`src/rtl/simple_if_arb_mem.sv`:
```
// Multi-channel req/req_ack slave: N_CH masters share one register-file memory
// through a round-robin arbiter with WAIT_CYC programmable wait states per access.
module simple_if_arb_mem #(
    parameter int N_CH     = 3,
    parameter int ADDR_W   = 8,
    parameter int DATA_W   = 8,
    parameter int DEPTH    = 16,
    parameter int WAIT_CYC = 1
) (
    input  logic                     clk,
    input  logic                     rst,
    input  logic [N_CH-1:0]          req,
    input  logic [N_CH-1:0]          we,
    input  logic [N_CH*ADDR_W-1:0]   addr,
    input  logic [N_CH*DATA_W-1:0]   data_in,
    output logic [N_CH*DATA_W-1:0]   data_out,
    output logic [N_CH-1:0]          req_ack,
    output logic [N_CH-1:0]          err,
    output logic [$clog2(N_CH)-1:0]  gnt_id
);
    localparam int GNT_W = $clog2(N_CH);
    localparam int IDX_W = $clog2(DEPTH);
    localparam int CNT_W = (WAIT_CYC > 0) ? $clog2(WAIT_CYC + 1) : 1;

    typedef enum logic [1:0] {IDLE, BUSY, ACK} state_t;

    state_t                  state_q, state_d;
    logic [GNT_W-1:0]        gnt_q, gnt_d;
    logic [GNT_W-1:0]        rr_q, rr_d;
    logic [CNT_W-1:0]        cnt_q, cnt_d;
    logic [ADDR_W-1:0]       addr_q, addr_d;
    logic                    we_q, we_d;
    logic [DATA_W-1:0]       wdata_q, wdata_d;
    logic                    just_acked_q, just_acked_d;
    logic [N_CH*DATA_W-1:0]  data_out_q, data_out_d;
    logic [N_CH-1:0]         req_ack_q, req_ack_d;
    logic [N_CH-1:0]         err_q, err_d;
    logic [DATA_W-1:0]       mem_q [DEPTH];
    logic [DATA_W-1:0]       mem_d [DEPTH];

    logic [N_CH-1:0]         req_eff;
    logic                    sel_found;
    logic [GNT_W-1:0]        sel_id;
    logic                    in_range;
    logic [IDX_W-1:0]        idx;

    assign in_range = ((addr_q >> IDX_W) == '0);
    assign idx      = addr_q[IDX_W-1:0];

    // The channel just acknowledged is masked for one IDLE cycle so its
    // still-asserted req (master drops it a cycle later) is not re-granted.
    always_comb begin
        req_eff   = req & ~(just_acked_q ? (N_CH'(1) << gnt_q) : '0);
        sel_found = 1'b0;
        sel_id    = '0;
        for (int k = 1; k <= N_CH; k++) begin
            if (!sel_found && req_eff[(int'(rr_q) + k) % N_CH]) begin
                sel_found = 1'b1;
                sel_id    = GNT_W'((int'(rr_q) + k) % N_CH);
            end
        end
    end

    always_comb begin
        state_d      = state_q;
        gnt_d        = gnt_q;
        rr_d         = rr_q;
        cnt_d        = cnt_q;
        addr_d       = addr_q;
        we_d         = we_q;
        wdata_d      = wdata_q;
        just_acked_d = 1'b0;
        data_out_d   = data_out_q;
        req_ack_d    = '0;
        err_d        = err_q;
        mem_d        = mem_q;
        case (state_q)
            IDLE: begin
                if (sel_found) begin
                    gnt_d         = sel_id;
                    addr_d        = addr[int'(sel_id)*ADDR_W +: ADDR_W];
                    we_d          = we[sel_id];
                    wdata_d       = data_in[int'(sel_id)*DATA_W +: DATA_W];
                    err_d[sel_id] = 1'b0;
                    cnt_d         = CNT_W'(WAIT_CYC);
                    state_d       = BUSY;
                end
            end
            BUSY: begin
                if (cnt_q != '0) begin
                    cnt_d = cnt_q - CNT_W'(1);
                end else begin
                    if (in_range) begin
                        if (we_q) begin
                            mem_d[idx] = wdata_q;
                        end else begin
                            data_out_d[int'(gnt_q)*DATA_W +: DATA_W] = mem_q[idx];
                        end
                    end else begin
                        err_d[gnt_q] = 1'b1;
                        if (!we_q) begin
                            data_out_d[int'(gnt_q)*DATA_W +: DATA_W] = '0;
                        end
                    end
                    req_ack_d[gnt_q] = 1'b1;
                    state_d          = ACK;
                end
            end
            ACK: begin
                rr_d         = gnt_q;
                just_acked_d = 1'b1;
                state_d      = IDLE;
            end
            default: state_d = IDLE;
        endcase
    end

    always_ff @(posedge clk or posedge rst) begin
        if (rst) begin
            state_q      <= IDLE;
            gnt_q        <= '0;
            rr_q         <= GNT_W'(N_CH - 1);
            cnt_q        <= '0;
            addr_q       <= '0;
            we_q         <= 1'b0;
            wdata_q      <= '0;
            just_acked_q <= 1'b0;
            data_out_q   <= '0;
            req_ack_q    <= '0;
            err_q        <= '0;
            for (int i = 0; i < DEPTH; i++) begin
                mem_q[i] <= '0;
            end
        end else begin
            state_q      <= state_d;
            gnt_q        <= gnt_d;
            rr_q         <= rr_d;
            cnt_q        <= cnt_d;
            addr_q       <= addr_d;
            we_q         <= we_d;
            wdata_q      <= wdata_d;
            just_acked_q <= just_acked_d;
            data_out_q   <= data_out_d;
            req_ack_q    <= req_ack_d;
            err_q        <= err_d;
            for (int i = 0; i < DEPTH; i++) begin
                mem_q[i] <= mem_d[i];
            end
        end
    end

    assign data_out = data_out_q;
    assign req_ack  = req_ack_q;
    assign err      = err_q;
    assign gnt_id   = gnt_q;

endmodule
```
`config.mk`:
```
export PLATFORM = sky130hd
export DESIGN_NAME = simple_if_arb_mem
export DESIGN_NICKNAME = d
export VERILOG_FILES = /design/src/rtl/simple_if_arb_mem.sv
export SDC_FILE = /design/constraint.sdc
export NUM_CORES = 1
export LEC_CHECK = 0
export ABC_AREA = 1
export BUFFER_PORTS_ARGS = -buffer_cell sky130_fd_sc_hd__buf_4
export CORE_AREA = 2 2 136 151
export CTS_BUF_LIST = sky130_fd_sc_hd__clkbuf_4 sky130_fd_sc_hd__clkbuf_8 sky130_fd_sc_hd__clkbuf_16
export DETAILED_ROUTE_END_ITERATION = 10
export DIE_AREA = 0 0 138 153
export PLACE_DENSITY = 0.64
export SLEW_MARGIN = 10
export SYNTH_ARGS = -nofsm -noshare
export SYNTH_HDL_FRONTEND = slang
export SYNTH_SLANG_ARGS = --single-unit
```
`constraint.sdc`:
```
create_clock -name clk -period 15.2 [get_ports clk]
set_clock_uncertainty 0.05 [all_clocks]
set_input_delay 3.04 -clock clk [delete_from_list [all_inputs] [get_ports clk]]
set_output_delay 3.04 -clock clk [all_outputs]
set_load 0.1 [all_outputs]
```
==> results of run 1 <==
critical path, cell delays in order:
cell	delay [ns]
buf_4	0.12
inv_6	0.65
buf_4	0.88
synthesized netlist by cell type (all sizes together):
library cell,instances,area [um^2]
nand2,326,1300
dfrtp,182,4550
nand3,149,758
o21ai,132,758
nor2,61,241
buf,39,240
inv,38,143
a22oi,32,240
nand4,18,119
clkbuf,17,63.8
a21oi,11,55.1
ha,5,62.6
nor3,4,53.8
clkinv,2,12.5
nor4,2,42.5
o21bai,2,15.0
a31oi,1,21.3
dfstp,1,26.3
o2111ai,1,8.76
path summary, 6_finish.rpt:
kind / startpoint / to
worst max-delay path: rst / data_out[8]
worst min-delay path: mem_q[117] / mem_q[117]
worst max register to register: addr_q[0] / data_out[7]
worst min register to register: mem_q[117] / mem_q[117]
max in group clk: gnt_id[0] / gnt_id[0]
min in group asynchronous: rst / mem_q[34]
sequential cells by signal, summed over array words and instances (netlist names):
name / cells
addr_q: 8
cnt_q: 1
data_out: 24
err: 3
gnt_id: 2
just_acked_q: 1
mem_q: 128
req_ack: 3
rr_q: 2
state_q: 2
wdata_q: 8
we_q: 1
kinds of logic (layout without fill, tap and decap cells):
logic type | Yosys count | in the layout
DFF | 183 | 183
buffers and inverters | 96 | 164
adders and majority gates | 5 | 5
and+or+nand+nor | 560 | 560
AOI/OAI and AO/OA | 179 | 179
report_power, final:
group          switching, W  leakage, nW  internal [W]
registers         0.0000570         2.49      0.000553
logic              0.000523         2.12      0.000160
clock network      0.000183        0.317      0.000304
total              0.000764         4.93       0.00102
final cells by class:
cell class	instances	area share
Clock buffer	22	0.0471
Clock inverter	8	0.0170
Inverter	40	0.0159
Multi-Input combinational cell	744	0.365
Sequential cell	183	0.454
Tap cell	252	0.0313
Timing Repair Buffer	94	0.0699
layer usage:
metal,wire [um],track usage
met1,10200,0.308
met2,10600,0.353
met3,1020,0.0423
met4,409,0.0593
met5,0,0
per-stage QoR:
step           total power (W)  setup slack, ns  hold WS (ns)  instance area (um^2)
6_report               0.00178            10.78         0.435                 10100
5_1_grt                0.00190            10.42         0.456                 10100
4_1_cts                0.00179            10.66         0.435                 10100
3_5_place_dp           0.00130            10.19         0.418                  9440
3_3_place_gp           0.00130            10.20         0.415                  9440
2_1_floorplan          0.00114             7.14         0.404                  8710
==> metrics.yaml, run 1 <==
final_common_cell: "nand2_1"
initial_utilization: 0.445
grt_pass1_vias: 6890
syn_nets: 1084
worst_pin_slew_ns: 1.01
ys_seq_area_frac: 0.526
syn_avg_cell_area_um2: 8.52
cts_hold_buffers: 0
drive_gt1_frac: 0.173
h-tree-depth: 4
grtUsageTotal: 0.220
grt_antenna_before_repair: 0
diodes: 0
vias: 7191
synth_compound_gate_area_share: 0.126
fin_util: 0.515
cts_resized: 0
r2r_slack_ns: 11.90
path_max_fanout: 109
mostFrequentLayoutCells: "nand2_1 (306), dfrtp_1 (182), nand3_1 (148), buf_4 (94), o21ai_1 (71)"
ioPinCount: 88
hold_class: "reg -> reg"
slew_headroom: 0.322
synthCells: 1023
first_pass_iters: 8
rsz0062_at_grt: "no"
synthAdderAreaFrac: 0.00718
synth_cell_types: 33
max_freq_mhz: 226
gp_congestion: 0.801
ir_drop_uv: 157
synth_warnings: 0
fin_nets: 1141
cp.required_ns: 15.58
final.setup.tns_ns: 0
synth_xor_area_frac: 0
grt_pass1_wl_um: 37100
portBuffers: 87
synth_top_family_by_area: "simple AND/OR/NAND/NOR gates"
power_leakage_nw: 4.93
r2r_cells: 10
area_growth_pct: 15.8
hpwlAfterDp_um: 14800
cts.sinks: 183
core_um2: 19600
start_kind: "input pin"
dp.cells: 1313
outcome: "completed"
wl_per_cell_um: 16.6
post_cts_buffers: 0
syn-cell-area_um2: 8710
grt_overflow: 0
synth.area.mux_share: 0
slew_viol_final: 0
drt_wl_total_um: 22300
dieArea_um2: 21100
ys_ff_latch: 183
cts_tree: "yes"
path_clk_slew_ns: 0.06
layout_min_cycle_time_ns: 4.42
cts.root.buffer_cell: "clkbuf_16"
ant_nets: 0
grt_max_degree: 110
critPathKind: "in -> async"
max-clock-path-buffers: 2
drt_iter0_drc: 610
powerDensity_nw_per_um2: 176
drc_errors: 0
clock_insertion_delay_worst_skew_ns: 0.44
cp.arrival_ns: 4.80
final-seq-area_um2: 4580
finalHoldViolations: 0
hold_depth: 2
num_rows: 54
die_w_um: 138
critPathCaptureType: "async pin"
fin_crit_sh: 0.291
cts_buffers: 17
layout.cells.non_filler: 1343
viasPerCell: 5.35
multi_input_area_um2: 3680
nFillCells: 1924
setup_viol: 0
drv_cap: 0
synthSimpleGateAreaFrac: 0.288
die_h_um: 153
(Power assumes the default switching activity.)
==> run 2: changes to the inputs <==
Settings changed: PLACE_DENSITY 0.64 to 0.66.
Clock period 15.2 ns to 3.9 ns, I/O delays scaled along.
==> metrics.yaml, run 2 (synthesis gave the netlist of run 1 again) <==
p_seq_frac: 0.345
dieArea_um2: 21100
initial_utilization: 0.445
drive_gt1_frac: 0.177
critPathCaptureType: "flop"
mostFrequentLayoutCells: "nand2_1 (306), dfrtp_1 (182), nand3_1 (148), buf_4 (96), o21ai_1 (71)"
first_pass_iters: 6
layout.cells.non_filler: 1348
hold_class: "reg -> reg"
cts_resized: 0
h-tree-depth: 4
cts_tree: "yes"
layout_min_cycle_time_ns: 2.61
die_w_um: 138
grt_max_degree: 184
setup_viol: 0
hpwlAfterDp_um: 14900
finalHoldViolations: 0
core_um2: 19600
diodes: 0
num_rows: 54
grt_pass1_vias: 7053
critPathKind: "reg -> reg"
rsz0062_at_grt: "no"
final_common_cell: "nand2_1"
cp.arrival_ns: 2.89
dp.cells: 1316
cts.sinks: 183
drv_cap: 0
regMostFlops: "mem_q"
viasPerCell: 5.41
final.setup.tns_ns: 0
power_switching_w: 0.00306
ir_drop_uv: 579
start_kind: "flop"
cts_hold_buffers: 0
grt_antenna_before_repair: 0
largest_reg_flops: 128
ant_nets: 0
post_cts_buffers: 0
slew_viol_final: 0
drt_iter0_drc: 639
clock_insertion_delay_worst_skew_ns: 0.44
fin_crit_sh: 0.670
area_growth_pct: 15.3
max-clock-path-buffers: 2
grtUsageTotal: 0.220
power_frac_comb: 0.404
finalHoldWorstSlack_ns: 0.434
die_h_um: 153
vias: 7295
grt_pass1_wl_um: 37700
cts.root.buffer_cell: "clkbuf_16"
gp_congestion: 0.846
drc_errors: 0
ioPinCount: 88
path_clk_slew_ns: 0.08
powerDensity_nw_per_um2: 674
p_int_w: 0.00371
outcome: "completed"
portBuffers: 87
switching_share: 0.452
worst_pin_slew_ns: 0.987
p_clk_frac: 0.251
nFillCells: 1921
cts_buffers: 17
cp.required_ns: 4.18
wl_per_cell_um: 16.7
drt_wl_total_um: 22500
max_freq_mhz: 383
path_max_fanout: 32
fin_nets: 1144
power_w: 0.00678
slew_headroom: 0.337
grt_overflow: 0
power_leakage_nw: 4.92
==> run 2: worst max-delay path: stages (launching register included) <==
cell     delay (ns)
dfrtp_1        0.48
inv_1          0.16
ha_1           0.28
a21oi_1        0.28
nand2_1        0.08
nand2_1        0.08
nand2_2        0.09
nand2_1        0.07
nor2_1         0.05
inv_1          0.06
nand2_2        0.12
inv_2          0.43
nand2_1        0.10
nor2_1         0.12
nor2_1         0.04
==> run 2: per-layer routing <==
metal,wire length [um],global-route usage,vias up
met1,10200,0.314,3449
met4,555,0.0739,0
met2,10200,0.336,256
met5,0,0,-
met3,1490,0.0464,34
li1,-,-,3556
==> run 2: cell type report <==
class                      count  area [um^2]  area share
clock buffer                  18          439      0.0437
clock inverter                14          138      0.0137
inverter                      40          159      0.0158
multi-input combinational    744         3670       0.366
sequential                   183         4580       0.456
tap                          252          315      0.0314
timing repair buffer          97          741      0.0737
==> run 2: worst paths after layout <==
| kind | start | to | slack, ns | depth (start not counted) |
|---|---|---|---|---|
| max reg2reg | gnt_id[0] | wdata_q[5] | 1.29 | 14 |
| min in group asynchronous | rst | mem_q[85] | 0.59 | 3 |
| max in group asynchronous | rst | mem_q[49] | 2.53 | 3 |
| max | gnt_id[0] | wdata_q[5] | 1.29 | 14 |
| min | mem_q[118] | mem_q[118] | 0.43 | 2 |
| min reg2reg | mem_q[118] | mem_q[118] | 0.43 | 2 |
==> run 2: stage by stage <==
stage               instance area (um^2)   util  worst slack (ns)
finish                             10000  0.513              1.29
global route                       10000  0.513             0.975
CTS                                10000  0.513              1.32
detailed placement                  9470  0.483              1.34
global placement                    9470  0.483              1.44
floorplan                           8720      -             0.720
==> run 2: power by group through the flow <==
| stage | clock, W | sequential [W] | combinational, W |
|---|---|---|---|
| floorplan | 0 | 0.00252 | 0.00192 |
| global placement | 0 | 0.00236 | 0.00270 |
| detailed placement | 0 | 0.00237 | 0.00273 |
| CTS | 0.00174 | 0.00233 | 0.00274 |
| global route | 0.00182 | 0.00237 | 0.00304 |
| finish | 0.00170 | 0.00233 | 0.00274 |
==> run 3: changes to the inputs <==
Settings changed: PLACE_DENSITY 0.66 to 0.64.
Clock period 3.9 ns to 2.5 ns, I/O delays scaled along.
==> metrics.yaml, run 3 (synthesis gave the netlist of run 1 again) <==
outcome: "completed"
die_h_um: 153
start_kind: "flop"
grt_antenna_before_repair: 0
path_cells: "buf_4 -> ha_1 -> nand2_1 -> nand2_1 -> nand2_1 -> nand3_1 -> nand2_2 -> nand4_1 -> nand2_1 -> nand2_1 -> nand2_1 -> nor2_1 -> nor2_1"
gp_congestion: 0.870
critPathCaptureType: "flop"
worst_pin_slew_ns: 0.773
max-clock-path-buffers: 2
grtUsageTotal: 0.224
portBuffers: 87
dieArea_um2: 21100
drc_errors: 0
drv_cap: 0
cts_tree: "yes"
grt_overflow: 0
drt_iter0_drc: 606
area_growth_pct: 16.9
powerDensity_nw_per_um2: 1070
die_w_um: 138
viasPerCell: 5.35
layout_min_cycle_time_ns: 2.27
core_um2: 19600
fin_crit_sh: 0.906
max_freq_mhz: 441
hpwlAfterDp_um: 15300
ioPinCount: 88
slew_headroom: 0.484
rsz0062_at_grt: "no"
r2r_slack_ns: 0.23
nFillCells: 1868
critPathKind: "reg -> reg"
first_pass_iters: 5
critPathTopFamily: "simple AND/OR/NAND/NOR gates"
finalHoldViolations: 0
cp.required_ns: 2.81
initial_utilization: 0.445
hold_class: "in -> reg"
grt_pass1_vias: 7022
slowest_delay_ns: 0.44
vias: 7270
critPathSlowestCell: "nand2_1"
mostFrequentLayoutCells: "nand2_1 (305), dfrtp_1 (182), nand3_1 (148), buf_4 (106), o21ai_1 (71)"
path_clk_slew_ns: 0.07
setup_viol: 0
path_buf_inv: 1
path_max_fanout: 17
fin_nets: 1156
cp.arrival_ns: 2.58
grt_max_degree: 125
final_common_cell: "nand2_1"
fin_ws_ns: 0.234
stdcell_area_um2: 10200
ir_drop_uv: 1000
grt_pass1_wl_um: 37900
cts_buffers: 17
post_cts_buffers: 0
clock_insertion_delay_worst_skew_ns: 0.43
largest_reg_flops: 128
drt_wl_total_um: 23000
placed_area_um2: 9570
drive_gt1_frac: 0.186
wl_per_cell_um: 16.9
h-tree-depth: 4
num_rows: 54
power_leakage_nw: 4.99
critPathMostFrequentCell: "nand2_1"
regMostFlops: "mem_q"
cts.sinks: 183
ant_nets: 0
slew_viol_final: 0
pre_cts_ws_ns: 0.119
cts.root.buffer_cell: "clkbuf_16"
diodes: 0
==> run 3: timing repair <==
action                                 in CTS  in global routing
gates resized for setup                     0                  3
hold buffers                                1                  0
setup endpoints to repair                   0                 15
endpoints found under the hold margin       5                  0
==> run 3: layout make-up <==
cell class	count	area [um^2]	share of cell area
clock inverters	11	150	0.0147
inverters	40	161	0.0158
repair buffers	109	846	0.0830
flip-flops and latches	183	4580	0.450
well taps	252	315	0.0310
multi-input cells	744	3680	0.361
clock buffers	21	455	0.0447
==> run 3: metal layers <==
layer / vias to the layer above / share of wire / wire (um) / track usage
li1: 3581 / - / - / -
met1: 3446 / 0.46 / 10500 / 0.313
met2: 215 / 0.48 / 10900 / 0.358
met3: 28 / 0.048 / 1110 / 0.0426
met4: 0 / 0.017 / 401 / 0.0690
met5: - / 0 / 0 / 0
==> run 3: worst paths after layout <==
path	startpoint	cells past startpoint	end
worst max-delay path	gnt_id[0]	13	addr_q[6]
worst min-delay path	data_in[20]	3	wdata_q[4]
worst max register to register	gnt_id[0]	13	addr_q[6]
worst min register to register	mem_q[80]	2	mem_q[80]
max in group asynchronous	rst	4	mem_q[106]
min in group asynchronous	rst	3	data_out[9]
==> run 3: metrics by stage <==
step / utilization / std cells / hold WS (ns) / TNS, ns / total power (W)
2_1_floorplan: - / 1023 / 0.404 / -79.81 / 0.00693
3_3_place_gp: 0.488 / 1327 / 0.402 / 0 / 0.00807
3_5_place_dp: 0.488 / 1327 / 0.403 / 0 / 0.00809
4_1_cts: 0.520 / 1360 / 0.305 / 0 / 0.0109
5_1_grt: 0.520 / 1360 / 0.306 / 0 / 0.0116
6_report: 0.520 / 1360 / 0.320 / 0 / 0.0109
==> run 3: worst min-delay path, cell delays in order <==
cell	delay (ns)
buf_4	0.08
a21oi_1	0.05
a21oi_1	0.13
==> run 3: power by group <==
part / switching, W / internal (W) / leakage (nW)
clock network: 0.00116 / 0.00162 / 0.295
logic: 0.00333 / 0.00113 / 2.20
registers: 0.000255 / 0.00336 / 2.49
